**src/rtl/reg_skid_slice.sv**
```systemverilog
// ---------------------------------------------------------------------------
// reg_skid_slice
//
// Two-entry valid/ready register slice (skid buffer). Both the forward path
// (o_data, o_valid) and the backward path (o_ready) come straight from flops,
// so neither path has combinational logic between upstream and downstream.
// One transfer per cycle is sustained while downstream is ready. When
// downstream stalls, the word in flight is caught in the skid register.
//
// Ports
//   i_clk    in   1           clock, rising edge
//   i_rst_n  in   1           asynchronous active-low reset
//   i_valid  in   1           upstream word present on i_data
//   o_ready  out  1           slice accepts a word this cycle (flop)
//   i_data   in   DATA_WIDTH  upstream payload
//   o_valid  out  1           o_data holds a valid word (flop)
//   i_ready  in   1           downstream accepts o_data this cycle
//   o_data   out  DATA_WIDTH  payload to downstream (main data flop)
//   o_count  out  2           words held: 0, 1 or 2
// ---------------------------------------------------------------------------
module reg_skid_slice #(
  parameter int DATA_WIDTH = 32
) (
  input  logic                  i_clk,
  input  logic                  i_rst_n,
  input  logic                  i_valid,
  output logic                  o_ready,
  input  logic [DATA_WIDTH-1:0] i_data,
  output logic                  o_valid,
  input  logic                  i_ready,
  output logic [DATA_WIDTH-1:0] o_data,
  output logic [1:0]            o_count
);

  // State is encoded directly as {skid_vld, main_vld} so the valid bits are
  // the state flops themselves. 2'b10 cannot be reached from reset.
  typedef enum logic [1:0] {
    EMPTY   = 2'b00,
    BUSY    = 2'b01,
    ILLEGAL = 2'b10,
    FULL    = 2'b11
  } state_t;

  state_t                state;
  state_t                state_n;
  logic                  ready_q;
  logic [DATA_WIDTH-1:0] main_data;
  logic [DATA_WIDTH-1:0] skid_data;

  logic main_vld;
  logic skid_vld;
  logic in_fire;
  logic out_fire;

  // Load strobes for the data flops.
  logic load_main_in;
  logic load_main_skid;
  logic load_skid;

  assign main_vld = state[0];
  assign skid_vld = state[1];

  assign in_fire  = i_valid && ready_q;
  assign out_fire = main_vld && i_ready;

  // ---------------------------------------------------------------------------
  // Next-state and load decode
  // ---------------------------------------------------------------------------
  always_comb begin
    // NOTE: every signal assigned here gets a default first, so no path
    // leaves a value unassigned and no latch is inferred.
    state_n        = state;
    load_main_in   = 1'b0;
    load_main_skid = 1'b0;
    load_skid      = 1'b0;

    unique case (state)
      EMPTY: begin
        if (in_fire) begin
          load_main_in = 1'b1;
          state_n      = BUSY;
        end
      end

      BUSY: begin
        if (in_fire && out_fire) begin
          // Main drains and refills on the same edge.
          load_main_in = 1'b1;
        end else if (in_fire) begin
          // Downstream stalled: the word in flight goes into the skid.
          load_skid = 1'b1;
          state_n   = FULL;
        end else if (out_fire) begin
          state_n = EMPTY;
        end
      end

      FULL: begin
        // ready_q is low here, so upstream cannot fire.
        if (out_fire) begin
          load_main_skid = 1'b1;
          state_n        = BUSY;
        end
      end

      ILLEGAL: begin
        state_n = EMPTY;
      end

      default: begin
        state_n = EMPTY;
      end
    endcase
  end

  // ---------------------------------------------------------------------------
  // State, ready and data registers
  // ---------------------------------------------------------------------------
  // o_ready is its own flop: it loads the inverse of the next skid valid, so
  // it always equals !skid_vld without a gate in front of the output.
  always_ff @(posedge i_clk or negedge i_rst_n) begin
    if (!i_rst_n) begin
      // NOTE: sequential state uses non-blocking assignments so every flop
      // samples the pre-edge values, independent of statement order.
      state   <= EMPTY;
      ready_q <= 1'b1;
    end else begin
      state   <= state_n;
      ready_q <= !state_n[1];
    end
  end

  always_ff @(posedge i_clk or negedge i_rst_n) begin
    if (!i_rst_n) begin
      // NOTE: the data registers are reset as well so o_data reads as zero
      // during and after reset instead of carrying a stale word.
      main_data <= '0;
      skid_data <= '0;
    end else begin
      if (load_main_in) begin
        main_data <= i_data;
      end else if (load_main_skid) begin
        main_data <= skid_data;
      end
      if (load_skid) begin
        skid_data <= i_data;
      end
    end
  end

  // ---------------------------------------------------------------------------
  // Outputs
  // ---------------------------------------------------------------------------
  assign o_ready = ready_q;
  assign o_valid = main_vld;
  assign o_data  = main_data;
  assign o_count = {1'b0, main_vld} + {1'b0, skid_vld};

endmodule

```
**config.mk**
```make
export PLATFORM = sky130hd
export DESIGN_NAME = reg_skid_slice
export DESIGN_NICKNAME = d
export VERILOG_FILES = /design/src/rtl/reg_skid_slice.sv
export SDC_FILE = /design/constraint.sdc
export NUM_CORES = 1
export LEC_CHECK = 0
export ABC_AREA = 0
export CORE_MARGIN = 10
export CORE_UTILIZATION = 50
export DETAILED_ROUTE_END_ITERATION = 10
export HOLD_SLACK_MARGIN = 0.12
export PLACE_DENSITY = 0.8
export SYNTH_ARGS = -nofsm -noshare
export SYNTH_HDL_FRONTEND = slang
export SYNTH_SLANG_ARGS = --single-unit
```
**constraint.sdc**
```tcl
create_clock -name i_clk -period 3.4 [get_ports i_clk]
set_clock_uncertainty 0.05 [all_clocks]
set_input_delay 0.68 -clock i_clk [delete_from_list [all_inputs] [get_ports i_clk]]
set_output_delay 0.68 -clock i_clk [all_outputs]
set_load 0.02 [all_outputs]
```
* Word level (Yosys, flattened, before mapping)
Cells that the tools add are included.
** Word-level totals
- Output and inout bits :: 36
- Logic and storage cells :: 35
- Flip-flop bits (word level) :: 67
- Input port bits :: 36
** Cells by class
- Reductions and logical operators :: 7
- Muxes and demuxes :: 15
- Eq/ne operators :: 7
- $add $sub $neg :: 1
** Operators with widths (count)
- 32-bit two-way mux :: 2
- 2-bit two-way mux :: 5
- 2-bit one-hot mux with 4 select lines :: 1
- 1-bit two-way mux :: 6
- 2-bit inequality test, second input constant :: 3
- 2-bit equality test, second input constant :: 2
- 4-bit AND reduction :: 1
- 1-bit logical AND :: 3
- 3-bit inequality test, second input constant :: 1
- 1-bit by 1-bit adder with 2-bit output :: 1
- 2-bit by 1-bit equality test with 1-bit output, second input constant :: 1
- 2-bit logical NOT :: 1
- 1-bit one-hot mux with 2 select lines :: 1
- 2-bit nonzero test :: 1
- 1-bit logical NOT :: 1

* Longest topological paths before layout
Gate-level depths: netlist of run 1.
- Depth after elaboration :: 6
- Mapped depth :: 7
- Gate-level depth less buffers :: 6

* Worst setup path before layout of run 1
No wires, ideal clock.
- Kind :: flip-flop to flip-flop
- From :: register state[0]
- To :: register skid_data[0]
- Required time :: 3225 ps
- Path buffers :: 2
- Arrival time :: 1753 ps
- Setup time :: 125 ps
- Clock period less this slack :: 1928 ps
- Stages on the path, launching flop included :: 7
- Path slack :: 1472 ps
- Path through :: dfrtp_1 > ha_1 > and3_4 > and2_4 > buf_6 > buf_12 > mux2_4
** On the way
- Longest elaborated chain between the ends :: 4
- Elaborated cells between the ends (all ways) :: 5
- Those cells by class :: eq/ne (1); mux (2); reduce/logical (2)
** RTL lines
- from (decl) :: line 44 : state_t state;
- from (signal assigned) :: line 128 : state <= state_n;
- 1-bit logical AND :: line 64 : assign out_fire = main_vld && i_ready;
- 1-bit logical AND :: line 86 : if (in_fire && out_fire) begin
- 1-bit two-way mux :: line 86
- 1-bit two-way mux (*) :: line 77 : unique case (state)
- to (signal assigned) :: line 146 : skid_data <= i_data;
- to (decl) :: line 48 : logic [DATA_WIDTH-1:0] skid_data;
Mark *: on every way between the ends. The rest lies on a longest branch, timed or not.
A chain may end at the register's enable or synchronous reset.

* Worst setup path in the final report of run 1
- From :: register state[0]
- To :: output o_count[1]
** On the way
- Longest elaborated chain between the ends :: 1
** RTL lines
- 1-bit by 1-bit adder with 2-bit output :: line 157 : assign o_count = {1'b0, main_vld} + {1'b0, skid_vld};
- to (decl) :: line 32 : output logic [1:0] o_count
Every way passes these cells.

==> qor.tcl, run 1 <==
set qor(buffers_inserted_by_post_cts_timing_repair) 0
set qor(crit_path_top_delay_cell) {clkdlybuf4s50_1}
set qor(syn_inst) 238
set qor(finalWorstPathRequiredPeriod_ps) 2610
set qor(place_ws_ps) 804
set qor(numPortBuffers) 71
set qor(hpwlAfterDp_um) 4590
set qor(antenna_found_initial) 0
set qor(ys_ff_latch) 67
set qor(globalplace.congestion) 0.789
set qor(tritoncts) {yes}
set qor(timing.max_cap.violations) 0
set qor(post-route-drc-count) 0
set qor(start_kind) {register}
set qor(detail_route.first_pass.iterations) 4
set qor(detail_route.vias_per_cell) 5.20
set qor(fp-row-count) 28
set qor(cts.path.max_buffers) 2
set qor(hold_path.class) {in -> async}
set qor(worst_path_dominant_cell_family) {buffers and inverters}
set qor(max_slew_margin_pct) 44.1
set qor(worst-path-buf-inv) 1
set qor(setup_violations) 0
set qor(syn_area_sq_um) 3090
set qor(die_height_um) 98.6
set qor(timing.critical_path.required_ps) 2670
set qor(postLayoutCoreUtil_pct) 68.3
set qor(multiInputGateArea_sq_um) 1280
set qor(power.ir.vdd_worst_uv) 569
set qor(wl_um) 6600
set qor(global_route_wire_length_before_repair_um) 11100
set qor(leak_nw) 1.95
set qor(number_of_inserted_diodes) 0
set qor(clock-sinks) 67
set qor(die_w_um) 98.6
set qor(global_route.overflow_total) 0
set qor(root_buffer) {clkbuf_8}
set qor(filler_cell_count) 464
set qor(crit_fanout) 9
set qor(post_synth_num_cell_types) 28
set qor(fp.dieArea_sq_um) 9720
set qor(ctsHoldBuffers) 0
set qor(final_cell_mix) {clkdlybuf4s50_1 (70), dfrtp_1 (66), o21ai_0 (34)}
set qor(layout_cell_share_with_drive_strength_beyond_1_pct) 18.7
set qor(layout_commonest_cell) {clkdlybuf4s50_1}
set qor(worstSetupEndpointType) {primary output}
set qor(synth_fp_nets) 278
set qor(routedWlPerCell_um) 16.9
set qor(floorplan.core_area_sq_um) 5960
set qor(slew_violations) 0
set qor(drt_iter0_drc) 94
set qor(cts.htree.levels) 3
set qor(finalWorstSetupSlack_ps) 793
set qor(grt_use_total_pct) 14.0
set qor(via_count_of_the_first_global_routing_pass) 2193
set qor(route.vias.total) 2027
set qor(outcome) {completed}
set qor(synth-seq-area-share_pct) 54.4
set qor(seqCellArea_sq_um) 1680
set qor(totalNegativeSetupSlack_ps) 0
set qor(yosys_warnings) 0
set qor(layout-area-overhead-vs-synth_pct) 31.7
set qor(number_of_buffers_created_by_cts) 9
set qor(critPathKind) {reg -> out}
set qor(floorplan.initialDensity_pct) 51.8
set qor(clk_pin_slew_worst_paths_ps) 70
set qor(pin_count_of_the_biggest_net_entering_global_routing) 68
set qor(timing.final.crit_share_pct) 76.7
set qor(post_cts.resized_instances) 0
set qor(ios) 72
set qor(finish.net_count) 350
set qor(timing.critical_path.arrival_ps) 1880
set qor(achievable_frequency_mhz) 384
set qor(final_antenna_net_count) 0
set qor(hold_violations) 0
set qor(max_stage_delay_ps) 650
set qor(clock_latency_ps) 340
set qor(synth_area_per_cell_sq_um) 13.0
set qor(tightest_slew_ps) 839
set qor(rsz0062_at_grt) {false}
set qor(power-per-cell-area_nw_per_um2) 985
set qor(crit_chain) {ha_1 -> clkdlybuf4s50_1}
## cells in the mapped netlist, drive strengths merged
cell type | n | area (sq um)
nor3 | 1 | 5.00
a21oi | 3 | 15.0
maj3 | 1 | 10.0
o21a | 1 | 7.51
o21ai | 34 | 170
and3 | 1 | 11.3
dfstp | 1 | 26.3
nor2 | 1 | 6.26
a32oi | 1 | 8.76
mux2i | 33 | 330
nand3 | 2 | 15.0
mux2 | 32 | 473
and2 | 2 | 15.0
nand2 | 34 | 130
a221o | 1 | 10.0
inv | 3 | 11.3
a31oi | 2 | 12.5
ha | 4 | 50.1
dfrtp | 66 | 1650
clkbuf | 2 | 7.51
o2bb2ai | 1 | 8.76
buf | 12 | 111
## registers in the layout, summed over array words and instances, names as in the netlist
signal / flops
o_data: 32
skid_data: 32
state: 2
o_ready: 1
## worst paths after layout
| kind | from | end | slack (ps) | cells past startpoint |
|---|---|---|---|---|
| worst max-delay path | state[0] | o_count[1] | 790 | 2 |
| worst min-delay path | i_rst_n | skid_data[24] | 440 | 2 |
| worst max register to register | state[0] | skid_data[31] | 1170 | 4 |
| worst min register to register | skid_data[30] | skid_data[30] | 460 | 1 |
| max in group asynchronous | i_rst_n | o_data[19] | 2280 | 2 |
| min in group i_clk | skid_data[30] | skid_data[30] | 460 | 1 |
## worst register-to-register path, stage by stage (launching register included)
cell and delay (ps):
dfrtp_1 540, ha_1 340, and3_4 230, and2_4 550, mux2_2 420
## final cells by class
class | count | area share [%]
Sequential cell | 67 | 41.3
Inverter | 3 | 0.277
Tap cell | 75 | 2.31
Timing Repair Buffer | 75 | 18.4
Clock inverter | 6 | 2.77
Multi-Input combinational cell | 154 | 31.6
Clock buffer | 10 | 3.39
## kinds of logic after synthesis
family / after synthesis / synth area share [%]
buffers and inverters: 17 / 4.22
AND/OR/NAND/NOR: 41 / 5.92
AO/OA/AOI/OAI: 43 / 7.54
flip-flops: 67 / 54.4
adder cells (fa/ha/maj): 5 / 1.95
multiplexers: 65 / 26.0
## per-stage QoR
step / instances / instance area [sq um] / hold WS [ps] / total power, mW
final: 390 / 4070 / 444 / 4.00
after global routing: 390 / 4070 / 481 / 4.27
after CTS: 390 / 4070 / 461 / 4.06
after detailed placement: 374 / 3810 / 444 / 3.23
after global placement: 374 / 3810 / 438 / 3.17
after floorplan: 238 / 3090 / 334 / 2.58
## metal layers
| metal | share of wire (%) | global-route usage (%) |
|---|---|---|
| met1 | 44 | 16.4 |
| met2 | 49 | 23.2 |
| met3 | 6.1 | 5.87 |
| met4 | 0.52 | 3.64 |
| met5 | 0 | 0 |
## power by group
part           switching, mW  internal (mW)
sequential             0.240           1.20
combinational          0.812          0.938
clock                  0.302          0.508
(Power assumes the default switching activity.)
==> inputs of run 2 (changes only) <==
==> constraint.sdc (replaced) <==
create_clock -name i_clk -period 2.5 [get_ports i_clk]
set_clock_uncertainty 0.05 [all_clocks]
set_input_delay 0.5 -clock i_clk [delete_from_list [all_inputs] [get_ports i_clk]]
set_output_delay 0.5 -clock i_clk [all_outputs]
set_load 0.02 [all_outputs]
==> run 2 against run 1 <==
Against the previous run:
- total power grew 33%
- utilization is 0.46 points higher
- register-to-register slack worse by 690 ps
- sequential power increased by 37%
- worst hold slack improved by 15 ps
- die area unchanged
- combinational power up 40%
- via count up 0.94%
- critical path depth grew 1
- global-route usage is 0.29 points higher
- highest routed layer unchanged
==> qor.tcl, run 2 (synthesized netlist as in run 1, its figures left out) <==
set qor(global_route_wire_length_before_repair_um) 11400
set qor(timing.critical_path.arrival_ps) 1750
set qor(routedWlPerCell_um) 17.3
set qor(final_cell_mix) {clkdlybuf4s50_1 (70), dfrtp_1 (65), o21ai_0 (34)}
set qor(hpwlAfterDp_um) 4890
set qor(global_route.overflow_total) 0
set qor(critPathKind) {reg -> out}
set qor(max_stage_delay_ps) 600
set qor(fp-row-count) 28
set qor(layout-area-overhead-vs-synth_pct) 32.6
set qor(timing.critical_path.required_ps) 1950
set qor(critical_path.reg2reg.startpoint) {state[1]}
set qor(rsz0062_at_grt) {false}
set qor(timing.final.crit_share_pct) 92.2
set qor(clk_pin_slew_worst_paths_ps) 60
set qor(worst_hold_slack_ps) 459
set qor(crit_path_capture) {o_count[0]}
set qor(numPortBuffers) 71
set qor(grt_use_total_pct) 14.3
set qor(leak_nw) 1.96
set qor(worstSetupEndpointType) {primary output}
set qor(layout_commonest_cell) {clkdlybuf4s50_1}
set qor(fp.dieArea_sq_um) 9720
set qor(floorplan.core_area_sq_um) 5960
set qor(route.vias.total) 2046
set qor(finalWorstPathRequiredPeriod_ps) 2300
set qor(start_kind) {register}
set qor(hold_path.class) {reg -> reg}
set qor(crit_chain) {inv_1 -> ha_1 -> clkdlybuf4s50_1}
set qor(finish.net_count) 354
set qor(rr_worst_depth) 6
set qor(r2r_slack_ps) 480
set qor(worst-path-buf-inv) 2
set qor(drt_iter0_drc) 44
set qor(achievable_frequency_mhz) 434
set qor(power-per-cell-area_nw_per_um2) 1300
set qor(crit_fanout) 9
set qor(clock-sinks) 67
set qor(final_antenna_net_count) 0
set qor(wl_um) 6810
set qor(crit_path_top_delay_cell) {clkdlybuf4s50_1}
set qor(worst_path_dominant_cell_family) {buffers and inverters}
set qor(cp-startpoint) {state[0]}
set qor(hold_violations) 0
set qor(power.ir.vdd_worst_uv) 667
set qor(ios) 72
set qor(outcome) {completed}
set qor(regToRegEndpoint) {skid_data[2]}
set qor(layout_cell_share_with_drive_strength_beyond_1_pct) 18.9
set qor(filler_cell_count) 461
set qor(post-route-drc-count) 0
set qor(die_height_um) 98.6
set qor(root_buffer) {clkbuf_8}
set qor(globalplace.congestion) 0.764
set qor(cts.path.max_buffers) 2
set qor(die_w_um) 98.6
set qor(clock_latency_ps) 330
set qor(antenna_found_initial) 0
set qor(pin_count_of_the_biggest_net_entering_global_routing) 57
set qor(slew_violations) 0
set qor(totalNegativeSetupSlack_ps) 0
set qor(setup_violations) 0
set qor(via_count_of_the_first_global_routing_pass) 2216
set qor(tritoncts) {yes}
set qor(cts.htree.levels) 3
set qor(detail_route.vias_per_cell) 5.21
set qor(floorplan.initialDensity_pct) 51.8
set qor(buffers_inserted_by_post_cts_timing_repair) 0
set qor(tightest_slew_ps) 321
set qor(max_slew_margin_pct) 78.6
set qor(detail_route.first_pass.iterations) 4
set qor(timing.max_cap.violations) 0
set qor(number_of_inserted_diodes) 0
set qor(critical_path_depth) 3
set qor(number_of_buffers_created_by_cts) 9
## run 2: how the worst min path moves through the flow
stage	start	to	cells after the start
after global placement	i_rst_n	state[1]	1
after floorplan	i_rst_n	o_data[0]	0
final	skid_data[30]	skid_data[30]	1
after global routing	skid_data[30]	skid_data[30]	1
after CTS	skid_data[30]	skid_data[30]	1
after detailed placement	i_rst_n	state[1]	1
## run 2: metal layers
layer | part of all wire [%] | routed length [um] | up-vias | GRT usage, %
met5 | 0 | 0 | - | 0
met3 | 5.9 | 400 | 10 | 5.66
met4 | 1.3 | 87 | 0 | 4.41
li1 | - | - | 982 | -
met1 | 43 | 2910 | 1013 | 16.8
met2 | 50 | 3420 | 41 | 23.6
## run 2: stage by stage
stage	std cells	util, %	area, sq um	power [mW]	setup WS, ps
detailed placement	377	65.3	3890	4.48	261
global route	393	68.7	4090	5.68	89.3
finish	393	68.7	4090	5.33	196
global placement	377	65.3	3890	4.37	330
floorplan	238	-	3090	3.51	572
CTS	393	68.7	4090	5.39	62.9
## run 2: area by class of cell
cell class,instances,area [sq um],share of cell area (%)
clock buffers,13,159,3.88
inverters,3,11.3,0.275
repair buffers,79,831,20.3
flip-flops and latches,67,1680,41.0
well taps,75,93.8,2.29
clock inverters,2,35.0,0.856
multi-input cells,154,1280,31.4
## run 2: timing repair
item	CTS	global route
endpoints found under the hold margin	10	0
hold buffers	1	0
gates resized for setup	0	1
endpoints found under the setup margin	0	2
## run 2: where the power goes
| part | internal (mW) | total, mW | switching (mW) |
|---|---|---|---|
| sequential | 1.64 | 1.97 | 0.332 |
| clock | 0.510 | 0.900 | 0.391 |
| combinational | 1.33 | 2.45 | 1.12 |
